[config.mk]
export PLATFORM = sky130hd
export DESIGN_NAME = chan_err_inj
export DESIGN_NICKNAME = d
export VERILOG_FILES = /design/src/rtl/chan_pkg.sv /design/src/rtl/lfsr8.sv /design/src/rtl/chan_err_inj.sv
export SDC_FILE = /design/constraint.sdc
export NUM_CORES = 1
export LEC_CHECK = 0
export CORE_MARGIN = 4
export CORE_UTILIZATION = 49
export DETAILED_ROUTE_END_ITERATION = 8
export PLACE_DENSITY = 0.84
export RECOVER_POWER = 100
export SYNTH_ARGS = -nofsm -noshare
export SYNTH_HDL_FRONTEND = slang
export SYNTH_SLANG_ARGS = --single-unit
[constraint.sdc]
create_clock -name clk -period 3.8 [get_ports clk]
set_clock_uncertainty 0.05 [all_clocks]
set_input_delay 0.95 -clock clk [delete_from_list [all_inputs] [get_ports clk]]
set_output_delay 0.95 -clock clk [all_outputs]
set_load 0.01 [all_outputs]
[src/rtl/chan_pkg.sv]
`default_nettype none
// ============================================================================
// Module   : chan_pkg
// Brief    : Shared types, constants and helpers for the channel error
//            injector (mode and FSM encodings, LFSR taps, popcount).
// Revision : 1.0 - initial release
// ============================================================================
package chan_pkg;

  // Injection mode as presented on mode_i; 2'b11 is handled as off
  typedef enum logic [1:0] {
    MODE_OFF = 2'b00,
    MODE_PER = 2'b01,
    MODE_RND = 2'b10
  } mode_e;

  // Burst FSM states
  typedef enum logic [0:0] {
    CLEAN = 1'b0,
    BURST = 1'b1
  } state_e;

  // Galois right-shift taps for x^8+x^6+x^5+x^4+1
  localparam logic [7:0] c_lfsr_taps = 8'hB8;

  // Number of set bits in a word of up to 32 bits
  function automatic logic [5:0] popcount(input logic [31:0] v);
    logic [5:0] n;
    n = '0;
    for (int i = 0; i < 32; i++) begin
      n = n + {5'b0, v[i]};
    end
    return n;
  endfunction

endpackage
`default_nettype wire

[src/rtl/lfsr8.sv]
`default_nettype none
// ============================================================================
// Module   : lfsr8
// Brief    : 8-bit Galois LFSR with synchronous load-to-seed and step enable.
// Revision : 1.0 - initial release
// ============================================================================
module lfsr8 #(
  parameter logic [7:0] LFSR_SEED = 8'hA5
) (
  input  logic       clk,
  input  logic       rst,
  input  logic       load_i,
  input  logic       step_i,
  output logic [7:0] lfsr_o
);
  import chan_pkg::*;

  logic [7:0] r_lfsr;
  logic [7:0] w_next;

  // Shift right and fold the taps back in when a one falls out of bit 0
  always_comb begin
    w_next = r_lfsr >> 1;
    if (r_lfsr[0]) begin
      w_next = (r_lfsr >> 1) ^ c_lfsr_taps;
    end
  end

  // Load has priority so a clear always lands on the seed
  always_ff @(posedge clk or negedge rst) begin
    if (!rst) begin
      r_lfsr <= LFSR_SEED;
    end else if (load_i) begin
      r_lfsr <= LFSR_SEED;
    end else if (step_i) begin
      r_lfsr <= w_next;
    end
  end

  assign lfsr_o = r_lfsr;

endmodule
`default_nettype wire

[src/rtl/chan_err_inj.sv]
`default_nettype none
// ============================================================================
// Module   : chan_err_inj
// Brief    : Noisy-channel model. Corrupts W-bit code symbols with periodic
//            or LFSR-random error bursts, reports the flipped bits and counts
//            injected bit errors over a programmable symbol window.
// Revision : 1.0 - initial release
// ============================================================================
module chan_err_inj #(
  parameter int         W           = 2,
  parameter int         PERIOD_LOG2 = 3,
  parameter int         MAX_BURST   = 4,
  parameter int         CNT_W       = 16,
  parameter logic [7:0] LFSR_SEED   = 8'hA5
) (
  input  logic                           clk,
  input  logic                           rst,
  input  logic                           clear_i,
  input  logic                           valid_i,
  input  logic [W-1:0]                   sym_i,
  input  logic [1:0]                     mode_i,
  input  logic [$clog2(MAX_BURST+1)-1:0] burst_len_i,
  input  logic [W-1:0]                   err_mask_i,
  input  logic [PERIOD_LOG2-1:0]         offset_i,
  input  logic [7:0]                     thresh_i,
  input  logic [CNT_W-1:0]               win_len_i,
  output logic                           valid_o,
  output logic [W-1:0]                   sym_o,
  output logic [W-1:0]                   err_o,
  output logic [CNT_W-1:0]               bad_bit_ct_o,
  output logic [CNT_W-1:0]               sym_ct_o,
  output logic                           win_done_o
);
  import chan_pkg::*;

  localparam int               c_burst_w = $clog2(MAX_BURST + 1);
  localparam logic [CNT_W-1:0] c_cnt_max = '1;

  // Burst FSM and symbol phase
  state_e                 r_state;
  logic [c_burst_w-1:0]   r_rem;
  logic [PERIOD_LOG2-1:0] r_phase;

  // Registered outputs and window bookkeeping
  logic                   r_valid;
  logic [W-1:0]           r_sym;
  logic [W-1:0]           r_err;
  logic [CNT_W-1:0]       r_bad;
  logic [CNT_W-1:0]       r_sym_ct;
  logic                   r_win_done;
  logic                   r_frozen;

  // Combinational decode
  logic [7:0]             w_lfsr;
  logic                   w_mode_on;
  logic                   w_trig;
  logic                   w_corrupt;
  logic [W-1:0]           w_err;
  logic [31:0]            w_err_ext;
  logic [5:0]             w_pc;
  logic [CNT_W-1:0]       w_sym_ct_next;
  logic [CNT_W:0]         w_bad_sum;
  logic [CNT_W-1:0]       w_bad_next;

  // The LFSR advances once per accepted symbol and is reseeded by clear
  lfsr8 #(
    .LFSR_SEED (LFSR_SEED)
  ) u_lfsr (
    .clk    (clk),
    .rst    (rst),
    .load_i (clear_i),
    .step_i (valid_i),
    .lfsr_o (w_lfsr)
  );

  // Trigger decode and the error pattern applied to the current symbol
  always_comb begin
    w_mode_on = (mode_i == MODE_PER) || (mode_i == MODE_RND);
    w_trig    = 1'b0;
    if (mode_i == MODE_PER) begin
      w_trig = (r_phase == offset_i);
    end else if (mode_i == MODE_RND) begin
      w_trig = (w_lfsr < thresh_i);
    end
    // An active burst keeps corrupting regardless of new triggers; a forced
    // off mode overrides everything for this very symbol.
    w_corrupt = w_mode_on &&
                ((r_state == BURST) || (w_trig && (burst_len_i != '0)));
    w_err     = w_corrupt ? err_mask_i : '0;
    w_err_ext = '0;
    w_err_ext[W-1:0] = w_err;
    w_pc      = popcount(w_err_ext);
  end

  // Saturating next values for both window counters
  always_comb begin
    w_sym_ct_next = (r_sym_ct == c_cnt_max) ? r_sym_ct : r_sym_ct + 1'b1;
    w_bad_sum     = {1'b0, r_bad} + (CNT_W+1)'(w_pc);
    w_bad_next    = w_bad_sum[CNT_W] ? c_cnt_max : w_bad_sum[CNT_W-1:0];
  end

  // Burst FSM: remaining count is latched at burst start so later changes
  // to burst_len_i do not stretch or cut an active burst
  always_ff @(posedge clk or negedge rst) begin
    if (!rst) begin
      r_state <= CLEAN;
      r_rem   <= '0;
      r_phase <= '0;
    end else if (clear_i) begin
      r_state <= CLEAN;
      r_rem   <= '0;
      r_phase <= '0;
    end else if (valid_i) begin
      r_phase <= r_phase + 1'b1;
      if (!w_mode_on) begin
        r_state <= CLEAN;
        r_rem   <= '0;
      end else begin
        case (r_state)
          CLEAN: begin
            if (w_trig && (burst_len_i != '0)) begin
              r_rem   <= burst_len_i - 1'b1;
              r_state <= (burst_len_i == c_burst_w'(1)) ? CLEAN : BURST;
            end
          end
          BURST: begin
            r_rem <= r_rem - 1'b1;
            if (r_rem == c_burst_w'(1)) begin
              r_state <= CLEAN;
            end
          end
          default: r_state <= CLEAN;
        endcase
      end
    end
  end

  // Output symbol path: one-cycle latency, symbol and error hold when idle
  always_ff @(posedge clk or negedge rst) begin
    if (!rst) begin
      r_valid <= 1'b0;
      r_sym   <= '0;
      r_err   <= '0;
    end else if (clear_i) begin
      r_valid <= 1'b0;
      r_sym   <= '0;
      r_err   <= '0;
    end else begin
      r_valid <= valid_i;
      if (valid_i) begin
        r_sym <= sym_i ^ w_err;
        r_err <= w_err;
      end
    end
  end

  // Window counters: freeze on completion, pulse done alongside valid_o
  always_ff @(posedge clk or negedge rst) begin
    if (!rst) begin
      r_sym_ct   <= '0;
      r_bad      <= '0;
      r_frozen   <= 1'b0;
      r_win_done <= 1'b0;
    end else if (clear_i) begin
      r_sym_ct   <= '0;
      r_bad      <= '0;
      r_frozen   <= 1'b0;
      r_win_done <= 1'b0;
    end else begin
      r_win_done <= 1'b0;
      if (valid_i && !r_frozen) begin
        r_sym_ct <= w_sym_ct_next;
        r_bad    <= w_bad_next;
        if ((win_len_i != '0) && (w_sym_ct_next == win_len_i)) begin
          r_frozen   <= 1'b1;
          r_win_done <= 1'b1;
        end
      end
    end
  end

  assign valid_o      = r_valid;
  assign sym_o        = r_sym;
  assign err_o        = r_err;
  assign bad_bit_ct_o = r_bad;
  assign sym_ct_o     = r_sym_ct;
  assign win_done_o   = r_win_done;

endmodule
`default_nettype wire
==> impl_metrics.ini, run 1 <==
[sta]
max_freq_ghz = 0.268
hold_viol = 0
tightest_slew_ps = 1880
tns_ps = 0
post-route-min-period_ps = 3730
report.final.slew_viol_count = 35
setup_viol = 0
final.period_utilization_pct = 98.2
max-slew-margin-rel_pct = -25.1
whs_ps = 436

[die]
die_x_um = 95.4
fp.dieArea_um2 = 9100
rows = 31
core_um2 = 7330
fp.dieH_um = 95.4
io_pins = 78
start_util_pct = 51.0

[critical_path]
cp_slowest_cell = clkdlybuf4s50_1
required_ps = 3960
critPathLaunchType = input pin
crit_chain = clkdlybuf4s50_1 -> inv_1 -> ha_1 -> a21o_1 -> a41oi_4 -> o311ai_4 -> fa_2 -> inv_2 -> ha_4 -> and3_4 -> and4_4 -> nand3_4 -> o21ai_1 -> o21ai_1 -> nor2_1 -> nor3_2
cp_data_arrival_time_ps = 3890
critPathKind = input pin to flip-flop
cp_max_fo = 4
crit_top_cell = o21ai_1
max_stage_delay_ps = 470
end_kind = flip-flop

[run_status]
status = finished, violations left
violations = capacitance limit, slew limit

[clocking]
cts_root_buf = clkbuf_8
cts_max_path_buffers = 2
clock-sinks = 54
cts_tree = done
cts_made_buffers = 5
htreeDepth = 2
cts.clk_slew.worst_paths_ps = 110
worstSkewPairLatency_ps = 310

[layout]
drive_gt1_share_pct = 15.3
finalNetCount = 575
final_area_um2 = 5010
final-seq-area_um2 = 1360
n_antenna_cell = 0
multi_input_area_um2 = 2390
area_growth_pct = 34.0
fillers = 576

[power_and_ir_drop]
power.density_nw_per_um2 = 252
swShare_pct = 27.7
combPwrFrac_pct = 19.3
switchingPower_mw = 0.351
p_int_mw = 0.914
p_leak_nw = 2.13
p_clk_share_pct = 32.1
seqPwrFrac_pct = 48.6
p_total_mw = 1.27
ir_worst_vdd_uv = 174

[detailed_routing]
drt_iter0_drc = 156
wl_per_cell_um = 16.5
dr.pass1.iters = 4
final_antenna_net_count = 0
vias = 3650
wl_um = 10200
drc_errors = 0
viasPerCell = 5.92

[placement]
hpwl_um = 7320
dpl_cell_area_um2 = 4710
place_congestion = 0.995
io_buffers = 77

[logic_synthesis]
synth-edff-count = 0
yosysMostFrequentCell = nor2_1
syn-cell-area_um2 = 3740
seq_area_frac_synth_pct = 36.3
ys_seq_elements = 54
synth_fp_nets = 487
ys_warn_count = 0
yosysTopAreaCell = dfrtp_1
yosysUniqueCellTypes = 58
avgSynthCellArea_um2 = 8.72
synthCells = 429
ys.flop_type = dfrtp_1
yosys.area.top_type_share_pct = 33.4
synthArstFlopShare_pct = 100
synthTopCellsByArea = dfrtp_1 33%, xnor2_1 6.1%, ha_1 5.7%, nor2_1 5.2%, mux2i_1 3.7%
ys_top_cells_by_count = 52 x nor2_1, 50 x dfrtp_1, 29 x nand2_1

[global_route]
antenna_found_initial = 0
grt_max_degree = 35
grt_pass1_vias = 3502
grt_usage_pct = 23.0
overflow = 0
grt_pass1_wl_um = 16500

[flow_run]
cap_violations = 1

[min_path]
hold_class = flip-flop to flip-flop
==> sequential cells by signal (all words and copies together) (netlist names) <==
signal	count
bad_bit_ct_o	16
sym_ct_o	16
u_lfsr.lfsr_o	8
r_phase	3
r_rem	3
err_o	2
sym_o	2
r_frozen	1
r_state	1
valid_o	1
win_done_o	1
==> stage by stage <==
step | std cells | setup slack [ps] | utilization [%]
final | 617 | 68.3 | 68.4
after global routing | 617 | -16.5 | 68.4
after CTS | 615 | 13.8 | 67.6
after detailed placement | 604 | -576 | 64.2
after global placement | 604 | -491 | 64.2
after floorplan | 429 | 52.9 | -
==> placed cells by master, fill, tap and decap left out, types with 13 or more instances in the layout <==
cell / netlist / layout
inv_1: 22 / 17
xnor2_1: 26 / 26
clkdlybuf4s50_1: 0 / 27
nor2_1: 52 / 50
dlygate4sd3_1: 0 / 39
buf_4: 2 / 22
a211oi_1: 16 / 13
nand3_1: 21 / 17
o21ai_0: 27 / 24
dfrtp_1: 50 / 50
mux2i_1: 14 / 14
nand2_1: 29 / 29
xor2_1: 13 / 13
==> area by class of cell <==
type / instances / share of cell area (%)
inverter: 22 / 1.65
timing repair buffer: 104 / 18.8
clock inverter: 3 / 0.973
clock buffer: 5 / 1.37
tap: 99 / 2.47
sequential: 54 / 27.0
multi-input combinational: 330 / 47.7
==> worst max-delay path, delay by kind of cell <==
family / cells / cell delay (ps)
and+or+nand+nor: 5 / 760
AOI/OAI and AO/OA: 5 / 820
buffers and inverters: 3 / 590
adders and majority gates: 3 / 790
==> metal layers <==
layer	GRT usage, %	up-vias	part of all wire (%)
met3	3.87	31	6.6
met4	9.36	0	2.6
met5	0	-	0
met2	39.2	143	50
met1	28.8	1762	41
li1	-	1714	-
==> path summary, 6_finish.rpt <==
path,end,from,slack (ps),cells past startpoint
max in group asynchronous,sym_ct_o[8]$_DFFE_PN0P_,rst,830,2
hold / removal,err_o[1]$_DFFE_PN0P_,err_o[1]$_DFFE_PN0P_,440,2
setup reg to reg,r_frozen$_DFFE_PN0P_,sym_ct_o[0]$_DFFE_PN0P_,430,8
min in group asynchronous,u_lfsr.lfsr_o[3]$_DFFE_PN0P_,rst,1080,1
hold reg to reg,err_o[1]$_DFFE_PN0P_,err_o[1]$_DFFE_PN0P_,440,2
setup / recovery,bad_bit_ct_o[12]$_DFFE_PN0P_,thresh_i[2],70,16
==> cell families (layout without fill, tap and decap cells) <==
logic type,count (synthesis),count (layout),synth area share [%]
buf+inv,45,134,5.05
compound gates,86,86,15.6
mux,14,14,3.75
flops,54,54,36.3
fa+ha+maj,18,18,6.22
simple gates,173,173,24.0
xor+xnor,39,39,9.13
==> power by group through the flow <==
stage / registers, mW / clock network [mW] / logic, mW
2_1_floorplan: 0.621 / 0 / 0.116
3_3_place_gp: 0.623 / 0 / 0.220
3_5_place_dp: 0.625 / 0 / 0.229
4_1_cts: 0.615 / 0.413 / 0.239
5_1_grt: 0.618 / 0.440 / 0.269
6_report: 0.615 / 0.406 / 0.244
==> repair_timing <==
item,in CTS,in global routing
resized for setup,35,19
buffers inserted,3,2
setup endpoints to repair,16,16
pin swaps,20,13
hold buffers,0,0
(Power assumes the default switching activity.)
==> run 2: changes to the inputs <==
Settings changed: CORE_UTILIZATION 49 to 25, PLACE_DENSITY 0.84 to 0.52.
==> impl_metrics.ini, run 2 (synthesized netlist as in run 1, its figures left out) <==
[run_status]
status = finished, violations left
violations = capacitance limit, slew limit

[global_route]
antenna_found_initial = 0
grt_max_degree = 42
grt_usage_pct = 13.1
grt_pass1_vias = 3558
overflow = 0
grt_pass1_wl_um = 17900

[min_path]
min_to = err_o[1]$_DFFE_PN0P_
hold_depth = 2
min_from = err_o[1]$_DFFE_PN0P_
hold_class = flip-flop to flip-flop

[power_and_ir_drop]
ir_worst_vdd_uv = 149
p_leak_nw = 2.16
p_total_mw = 1.34
power.density_nw_per_um2 = 262

[flow_run]
cap_violations = 1

[clocking]
cts_max_path_buffers = 2
cts_tree = done
clock-sinks = 54
htreeDepth = 2
cts_root_buf = clkbuf_16
worstSkewPairLatency_ps = 310
cts_made_buffers = 5
cts.clk_slew.worst_paths_ps = 80

[layout]
fillers = 1496
finalNetCount = 575
final_cell_mix = 50 x nor2_1, 50 x dfrtp_1, 39 x dlygate4sd3_1, 29 x nand2_1, 26 x xnor2_1
drive_gt1_share_pct = 13.7
n_antenna_cell = 0
final_core_util_pct = 35.1
area_growth_pct = 37.0
stdcell_count = 702

[critical_path]
r2r-start = sym_ct_o[0]$_DFFE_PN0P_
crit_chain = clkdlybuf4s50_1 -> inv_1 -> ha_2 -> nand3_2 -> nand4_1 -> a41oi_2 -> buf_6 -> o311ai_4 -> fa_2 -> inv_2 -> ha_4 -> and3_4 -> and4_4 -> nand3_4 -> nor2_2 -> nand3_1 -> a211oi_1
timing.rr.end = win_done_o$_DFF_PN0_
critPathKind = input pin to flip-flop
max_stage_delay_ps = 460
critPathBufInv = 4
end_kind = flip-flop
cp_slowest_cell = clkdlybuf4s50_1
path_delay_family = simple AND/OR/NAND/NOR gates
reg2reg_slack_ps = 400
critPathLaunchType = input pin
reg2regPathDepth = 8
cp_data_arrival_time_ps = 3830
required_ps = 3950
cp_max_fo = 4

[detailed_routing]
top_layer_used = met4
dr.pass1.iters = 6
drt_iter0_drc = 144
wl_per_cell_um = 15.5
route.met3.wl_um = 500
route.met2.wl_um = 5300
final_antenna_net_count = 0
wl_um = 10900
drc_errors = 0
wirelength_met1_um = 4980
vias = 3478
viasPerCell = 4.95

[placement]
dp_cells = 691
hpwl_um = 8080
io_buffers = 77
place_congestion = 0.815

[sta]
max-slew-margin-rel_pct = -55.1
hold_viol = 0
report.final.slew_viol_count = 42
post-route-min-period_ps = 3680
final.period_utilization_pct = 96.9
tightest_slew_ps = 2330
max_freq_ghz = 0.272
setup_viol = 0

[die]
fp.dieArea_um2 = 17000
core_um2 = 14600
start_util_pct = 25.6
die_x_um = 130
io_pins = 78
fp.dieH_um = 130
rows = 44
==> run 2: power by group <==
part           internal [mW]  switching [mW]  leakage, nW  total (mW)
combinational          0.120           0.123         1.36       0.243
clock                  0.249           0.234       0.0704       0.482
sequential             0.593          0.0212        0.729       0.615
total                  0.962           0.378         2.16        1.34
==> run 2: repair_timing <==
item,4_1_cts,5_1_grt
pin swaps,22,12
hold buffers,0,0
setup buffers,3,0
resized for setup,34,16
setup endpoints to repair,16,16
==> run 2: area by class of cell <==
| type | count | area [um2] | area share, % |
|---|---|---|---|
| Timing Repair Buffer | 104 | 955 | 18.6 |
| Multi-Input combinational cell | 330 | 2350 | 45.9 |
| Clock inverter | 3 | 25.0 | 0.488 |
| Clock buffer | 5 | 125 | 2.44 |
| Inverter | 22 | 82.6 | 1.61 |
| Tap cell | 184 | 230 | 4.49 |
| Sequential cell | 54 | 1360 | 26.5 |
==> run 2: worst max-delay path by stage <==
stage / start / end / slack [ps] / cells after the start
3_3_place_gp: thresh_i[1] / bad_bit_ct_o[14]$_DFFE_PN0P_ / -600 / 17
4_1_cts: thresh_i[2] / bad_bit_ct_o[14]$_DFFE_PN0P_ / 8 / 17
6_report: thresh_i[3] / bad_bit_ct_o[14]$_DFFE_PN0P_ / 120 / 17
2_1_floorplan: thresh_i[1] / bad_bit_ct_o[14]$_DFFE_PN0P_ / 50 / 16
5_1_grt: thresh_i[3] / bad_bit_ct_o[0]$_DFFE_PN0P_ / -10 / 16
3_5_place_dp: mode_i[1] / bad_bit_ct_o[14]$_DFFE_PN0P_ / -680 / 17
==> run 2: worst register-to-register path: cells and delay by family (launching register included) <==
kind	cells	cell delay, ps
xor+xnor	1	190
fa+ha+maj	1	320
simple gates	5	1970
flops	1	500
mux	1	270
==> run 2: routing by layer <==
layer / GRT usage [%] / up-vias
met4: 3.15 / 0
met3: 2.50 / 8
met2: 22.5 / 80
met1: 17.0 / 1681
li1: - / 1709
met5: 0 / -
==> run 2: stage by stage <==
stage                     instance area [um2]  hold slack [ps]  worst slack, ps  TNS (ps)
final                                    5120              425              117         0
after CTS                                5100              439             8.05         0
after floorplan                          3760              416             52.9         0
after global placement                   4820              412             -602     -8040
after detailed placement                 4820              420             -684     -9360
after global routing                     5120              474            -10.3     -14.6
